===== src/rtl/green_pkg.sv =====
// Shared encodings for the Green core control path: op codes and flag positions.
package green_pkg;

  typedef enum logic [1:0] {
    OP_NOP  = 2'd0,
    OP_BR   = 2'd1,
    OP_CALL = 2'd2,
    OP_RET  = 2'd3
  } op_e;

  // Flag positions counted from the MSB of the flag vector: {Z,N,C} or {Z,N,C,V}
  typedef enum int unsigned {
    FLAG_Z = 0,
    FLAG_N = 1,
    FLAG_C = 2,
    FLAG_V = 3
  } flag_pos_e;

endpackage


===== src/rtl/branch_ras.sv =====
// Circular return-address stack: push overwrites the oldest entry when full,
// pop on empty is refused and flagged; sticky errors clear on i_err_clr.
module branch_ras
  import green_pkg::*;
#(
  parameter int unsigned ADDR_W    = 16,
  parameter int unsigned RAS_DEPTH = 4
) (
  input  logic                           clk,
  input  logic                           rst,
  input  logic                           i_hold,
  input  logic                           i_push,
  input  logic                           i_pop,
  input  logic                           i_err_clr,
  input  logic [ADDR_W-1:0]              i_push_addr,
  output logic [ADDR_W-1:0]              o_top_c,
  output logic [$clog2(RAS_DEPTH):0]     o_cnt,
  output logic                           o_ovf,
  output logic                           o_unf
);

  localparam int unsigned PTR_W = $clog2(RAS_DEPTH);
  localparam int unsigned CNT_W = PTR_W + 1;

  logic [ADDR_W-1:0] r_mem [RAS_DEPTH];
  logic [PTR_W-1:0]  r_ptr;
  logic [CNT_W-1:0]  r_cnt;
  logic              r_ovf;
  logic              r_unf;

  logic              w_full;
  logic              w_empty;
  logic              w_push;
  logic              w_pop;
  logic              w_ovf_set;
  logic              w_unf_set;
  logic [PTR_W-1:0]  w_top_idx;

  assign w_full    = (r_cnt == CNT_W'(RAS_DEPTH));
  assign w_empty   = (r_cnt == '0);
  assign w_push    = !i_hold && i_push;
  assign w_pop     = !i_hold && i_pop && !w_empty;
  assign w_ovf_set = w_push && w_full;
  assign w_unf_set = !i_hold && i_pop && w_empty;
  assign w_top_idx = r_ptr - PTR_W'(1);
  assign o_top_c   = r_mem[w_top_idx];

  // r_ptr names the next free slot; once full it also names the oldest entry
  always_ff @(posedge clk) begin
    if (w_push) begin
      r_mem[r_ptr] <= i_push_addr;
    end
  end

  always_ff @(posedge clk or posedge rst) begin
    if (rst) begin
      r_ptr <= '0;
      r_cnt <= '0;
      r_ovf <= 1'b0;
      r_unf <= 1'b0;
    end else begin
      if (w_push) begin
        r_ptr <= r_ptr + PTR_W'(1);
        if (!w_full) begin
          r_cnt <= r_cnt + CNT_W'(1);
        end
      end else if (w_pop) begin
        r_ptr <= w_top_idx;
        r_cnt <= r_cnt - CNT_W'(1);
      end
      // a set event in the same cycle as a clear wins
      if (!i_hold) begin
        r_ovf <= w_ovf_set || (r_ovf && !i_err_clr);
        r_unf <= w_unf_set || (r_unf && !i_err_clr);
      end
    end
  end

  assign o_cnt = r_cnt;
  assign o_ovf = r_ovf;
  assign o_unf = r_unf;

endmodule


===== src/rtl/branch_unit.sv =====
// Branch/PC sequencing unit: flag register, masked branch conditions,
// PC-relative targets, conditional CALL/RET via the return-address stack.
module branch_unit
  import green_pkg::*;
#(
  parameter int unsigned          ADDR_W    = 16,
  parameter int unsigned          OFF_W     = 8,
  parameter int unsigned          NFLAGS    = 3,
  parameter int unsigned          RAS_DEPTH = 4,
  parameter logic [ADDR_W-1:0]    RESET_PC  = '0
) (
  input  logic                        clk,
  input  logic                        rst,
  input  logic                        stall,
  input  logic                        op_valid,
  input  logic [1:0]                  op,
  input  logic                        inv,
  input  logic [NFLAGS-1:0]           mask,
  input  logic [OFF_W-1:0]            offset,
  input  logic                        flag_we,
  input  logic [NFLAGS-1:0]           flag_d,
  input  logic                        err_clr,
  output logic [ADDR_W-1:0]           pc_o,
  output logic                        taken_o,
  output logic                        flush_o,
  output logic [NFLAGS-1:0]           flags_o,
  output logic [$clog2(RAS_DEPTH):0]  ras_cnt_o,
  output logic                        ras_ovf_o,
  output logic                        ras_unf_o
);

  localparam int unsigned CNT_W = $clog2(RAS_DEPTH) + 1;

  logic [ADDR_W-1:0] r_pc;
  logic              r_taken;
  logic              r_flush;
  logic [NFLAGS-1:0] r_flags;

  logic [NFLAGS-1:0] w_flags_eff;
  logic              w_cond;
  logic [ADDR_W-1:0] w_off_sext;
  logic [ADDR_W-1:0] w_pc_inc;
  logic [ADDR_W-1:0] w_target;
  logic [ADDR_W-1:0] w_pc_nxt;
  logic              w_redirect;
  logic              w_push;
  logic              w_pop;
  logic [ADDR_W-1:0] w_ras_top;
  logic [CNT_W-1:0]  w_ras_cnt;
  logic              w_ras_ovf;
  logic              w_ras_unf;

  // same-cycle flag writes are visible to the branch being evaluated
  assign w_flags_eff = flag_we ? flag_d : r_flags;

  // empty mask means always (inv=0); full mask means always (inv=1)
  assign w_cond = inv ? ((|(mask & ~w_flags_eff)) || (&mask))
                      : ((|(mask & w_flags_eff))  || !(|mask));

  assign w_off_sext = ADDR_W'($signed(offset));
  assign w_pc_inc   = r_pc + ADDR_W'(1);
  assign w_target   = r_pc + w_off_sext;

  always_comb begin
    w_pc_nxt   = w_pc_inc;
    w_redirect = 1'b0;
    w_push     = 1'b0;
    w_pop      = 1'b0;
    if (op_valid) begin
      case (op_e'(op))
        OP_BR: begin
          if (w_cond) begin
            w_pc_nxt   = w_target;
            w_redirect = 1'b1;
          end
        end
        OP_CALL: begin
          if (w_cond) begin
            w_push     = 1'b1;
            w_pc_nxt   = w_target;
            w_redirect = 1'b1;
          end
        end
        OP_RET: begin
          // an empty-stack pop is flagged inside the RAS and falls through to pc+1
          if (w_cond) begin
            w_pop = 1'b1;
            if (w_ras_cnt != '0) begin
              w_pc_nxt   = w_ras_top;
              w_redirect = 1'b1;
            end
          end
        end
        default: begin
        end
      endcase
    end
  end

  branch_ras #(
    .ADDR_W    (ADDR_W),
    .RAS_DEPTH (RAS_DEPTH)
  ) u_ras (
    .clk         (clk),
    .rst         (rst),
    .i_hold      (stall),
    .i_push      (w_push),
    .i_pop       (w_pop),
    .i_err_clr   (err_clr),
    .i_push_addr (w_pc_inc),
    .o_top_c     (w_ras_top),
    .o_cnt       (w_ras_cnt),
    .o_ovf       (w_ras_ovf),
    .o_unf       (w_ras_unf)
  );

  always_ff @(posedge clk or posedge rst) begin
    if (rst) begin
      r_flags <= '0;
    end else if (flag_we) begin
      r_flags <= flag_d;
    end
  end

  // flush only follows an accepted redirect; a stall drops it rather than extending it
  always_ff @(posedge clk or posedge rst) begin
    if (rst) begin
      r_pc    <= RESET_PC;
      r_taken <= 1'b0;
      r_flush <= 1'b0;
    end else if (!stall) begin
      r_pc    <= w_pc_nxt;
      r_taken <= w_redirect;
      r_flush <= w_redirect;
    end else begin
      r_flush <= 1'b0;
    end
  end

  assign pc_o      = r_pc;
  assign taken_o   = r_taken;
  assign flush_o   = r_flush;
  assign flags_o   = r_flags;
  assign ras_cnt_o = w_ras_cnt;
  assign ras_ovf_o = w_ras_ovf;
  assign ras_unf_o = w_ras_unf;

endmodule


===== config.mk =====
export PLATFORM = sky130hd
export DESIGN_NAME = branch_unit
export DESIGN_NICKNAME = d
export VERILOG_FILES = /design/src/rtl/green_pkg.sv /design/src/rtl/branch_ras.sv /design/src/rtl/branch_unit.sv
export SDC_FILE = /design/constraint.sdc
export NUM_CORES = 1
export LEC_CHECK = 0
export ABC_CLOCK_PERIOD_IN_PS = 4700
export CORE_MARGIN = 1
export CORE_UTILIZATION = 45
export CTS_CLUSTER_SIZE = 28
export DETAILED_ROUTE_END_ITERATION = 8
export PLACE_DENSITY = 0.7
export SLEW_MARGIN = 20
export SYNTH_ARGS = -nofsm -noshare
export SYNTH_HDL_FRONTEND = slang
export SYNTH_HIERARCHICAL = 1
export SYNTH_SLANG_ARGS = --single-unit

===== constraint.sdc =====
create_clock -name clk -period 4.7 [get_ports clk]
set_clock_uncertainty 0.05 [all_clocks]
set_input_delay 0.705 -clock clk [delete_from_list [all_inputs] [get_ports clk]]
set_output_delay 0.705 -clock clk [all_outputs]
set_load 0.01 [all_outputs]

==> out/qor.csv <==
stage;metric;value;unit
status;status;complete, no violations;
place;gp_congestion;0.850;
floorplan;coreArea;11400;µm²
drt;num_vias;3801;
worst_setup_path;cp-end-kind;flop;
worst_hold_path;hold_class;flop to flop;
worst_setup_path;path_max_fanout;8;
worst_setup_path;crit_chain;clkdlybuf4s50_1 > mux2_2 > a21bo_1 > a32oi_1 > a31oi_2 > and3b_1 > nor2b_1 > xnor2_1 > ha_1 > or4b_4 > o211ai_1 > o221ai_1;
grt;grt_pass1_vias;3508;
drt;wire_per_inst;18.0;µm
clock_network;clk_pin_slew;0.07;ns
worst_setup_path;max_stage_delay;0.56;ns
timing;slew_viol_final;0;
timing;setup_viol_count_final;0;
drt;wirelength;11600;µm
floorplan;initial_core_util;0.462;
clock_network;cts.sink_count;92;
synth;async_reset_ff_frac;0.304;
pwr;powerDensity;549;nW/µm²
clock_network;ctsHoldBuffers;0;
synth;synth_seq_cells;92;
synth;yosys.area.top_type_share;0.365;
synth;synth_enable_flop_cells;64;
pwr;leakage;2.33;nW
grt;grt_remaining_overflow;0;
worst_setup_path;cp.buffers_inverters;1;
place;hpwl;8290;µm
worst_setup_path;startpoint_type;input pin;
synth;yosys.area.top_type;edfxtp_1;
layout;area_growth;17.0;%
drt;dr.pass1.iters;5;
worst_hold_path;hold_path_end;taken_o$_DFFE_PP0N_;
drt;viasPerCell;5.88;
worst_setup_path;worstReg2RegStart;flags_o[2]$_DFF_PP0_;
synth;ys.flop_type;edfxtp_1;
timing;setup_tns;0;ns
synth;synth_area_leaders;edfxtp_1 36%, dfrtp_1 13%, mux4_2 6.8%, ha_1 5.7%, xnor2_1 2.8%;
worst_hold_path;min_path_cells;1;
synth;synth_cells;450;
synth;synth_warnings;6;
clock_network;ctsResizeCount;0;
timing;slew_headroom;0.386;
clock_network;htree_num_levels;3;
synth;synth_nets;498;
worst_setup_path;critical_path_arrival;4.10;ns
synth;syn_area;5270;µm²
synth;yosysUniqueCellTypes;67;
floorplan;num_rows;39;
grt;antenna_found_initial;0;
drt;drc;0;
worst_setup_path;r2r_end;u_ras/o_cnt[2]$_DFFE_PP0P_;
layout;design_area;6170;µm²
clock_network;clockRootBuffer;clkbuf_16;
grt;grt_max_degree;44;
place;dpl_cell_area;5880;µm²
drt;ant_nets;0;
floorplan;num_io_pins;49;
synth;synth-seq-area-share;0.498;
worst_setup_path;critical-path-top-delay-family;simple AND/OR/NAND/NOR gates;
floorplan;fp.dieH;110;µm
worst_setup_path;critPathSlowestCell;clkdlybuf4s50_1;
layout;drive_gt1_frac;0.111;
floorplan;fp.dieW;110;µm
worst_setup_path;path_class;input pin to flop;
clock_network;insertion_delay;0.34;ns
grt;grt_usage;0.203;
clock_network;clock_path_buffers;2;
floorplan;dieArea;12200;µm²
place;portBuffers;48;
timing;min_period_over_period;0.839;
clock_network;cts_buffers;9;
worst_hold_path;min-delay-start;taken_o$_DFFE_PP0N_;
drt;drt-initial-drc-count;351;
worst_setup_path;rrSetupSlack;1.33;ns
layout;final_nets;546;
grt;grt_pass1_wl;18300;µm
timing;worstMarginPinSlew;0.919;ns
timing;clock.fmax;254;MHz
pwr;power.total;3.39;mW
clock_network;cts_tree;built;
job;cap_violations;0;
clock_network;post_cts_buffers;0;
timing;hold_viol;0;
layout;fillers;951;
pwr;max-vdd-ir-drop;0.000280;V
timing;period_needed;3.94;ns
synth;syn_area_per_cell;11.7;µm²
worst_setup_path;r2r_cells;11;
layout;diodes;0;
worst_setup_path;required;4.86;ns
timing;rsz0062_at_grt;false;
[Yosys cell counts (all sizes together) (16+ instances only)]
library cell,count
mux4,16
ha,24
nor3,18
xnor2,17
nor2,31
a21oi,18
nand2,32
dfrtp,28
nand3,18
edfxtp,64
inv,24
o21ai,18
[stage by stage]
step                instances  hold slack (ns)  worst slack, ns   util
detailed placement        630            0.424            0.409  0.515
floorplan                 450            0.458             1.19      -
global route              646            0.466            0.555  0.540
global placement          630            0.415            0.583  0.515
CTS                       646            0.441            0.764  0.540
finish                    646            0.437            0.758  0.540
[sequential cells by signal (all words and copies together) (netlist names)]
name / flops
u_ras/o_ovf: 1
u_ras/r_ptr: 2
u_ras/o_cnt: 3
flush_o: 1
pc_o: 16
u_ras/r_mem: 64
flags_o: 3
taken_o: 1
u_ras/o_unf: 1
[area by class of cell]
| type | count | area [µm²] | share of cell area |
|---|---|---|---|
| Clock inverter | 7 | 56.3 | 0.00913 |
| Sequential cell | 92 | 2620 | 0.425 |
| Multi-Input combinational cell | 316 | 2460 | 0.399 |
| Tap cell | 143 | 179 | 0.0290 |
| Inverter | 24 | 90.1 | 0.0146 |
| Clock buffer | 9 | 225 | 0.0365 |
| Timing Repair Buffer | 55 | 533 | 0.0864 |
[per-layer routing]
metal	track usage	share of wire	up-vias
li1	-	-	1787
met1	0.298	0.46	1870
met2	0.313	0.47	125
met3	0.0170	0.052	19
met4	0.0789	0.020	0
met5	0	0	-
[worst max path at each step]
stage                        from                          to  cells past startpoint
after floorplan           flag_we  u_ras/o_cnt[2]$_DFFE_PP0P_                     13
after global placement    flag_we  u_ras/o_cnt[2]$_DFFE_PP0P_                     12
after detailed placement  flag_we  u_ras/o_cnt[2]$_DFFE_PP0P_                     12
after CTS                 flag_we  u_ras/o_cnt[2]$_DFFE_PP0P_                     12
after global routing      flag_we  u_ras/o_cnt[2]$_DFFE_PP0P_                     12
final                     flag_we  u_ras/o_cnt[2]$_DFFE_PP0P_                     12
[cell families (layout without fill, tap and decap cells)]
kind of cell               after synthesis  count (layout)  synth area share
DFF                                     92              92             0.498
muxes                                   23              23            0.0831
xor gates and xnor gates                26              26            0.0432
adders and majority gates               25              25            0.0608
AOI/OAI and AO/OA                       99              99             0.140
buffers and inverters                   42              95            0.0358
and+or+nand+nor                        143             143             0.140
[power breakdown]
group          switching (mW)  total [mW]  internal (mW)
combinational           0.776        1.47          0.698
sequential              0.177        1.23           1.05
clock                   0.320       0.687          0.367
total                    1.27        3.39           2.12
[cell usage in the layout (no fill, tap or decap), types with 17 or more instances in the layout]
cell	count
dfrtp_1	28
nor2_1	30
nand2_1	32
edfxtp_1	64
ha_1	24
nand3_1	18
clkdlybuf4s50_1	48
a21oi_1	17
xnor2_1	17
inv_1	24
No activity file was read; power rests on OpenSTA's default activity.
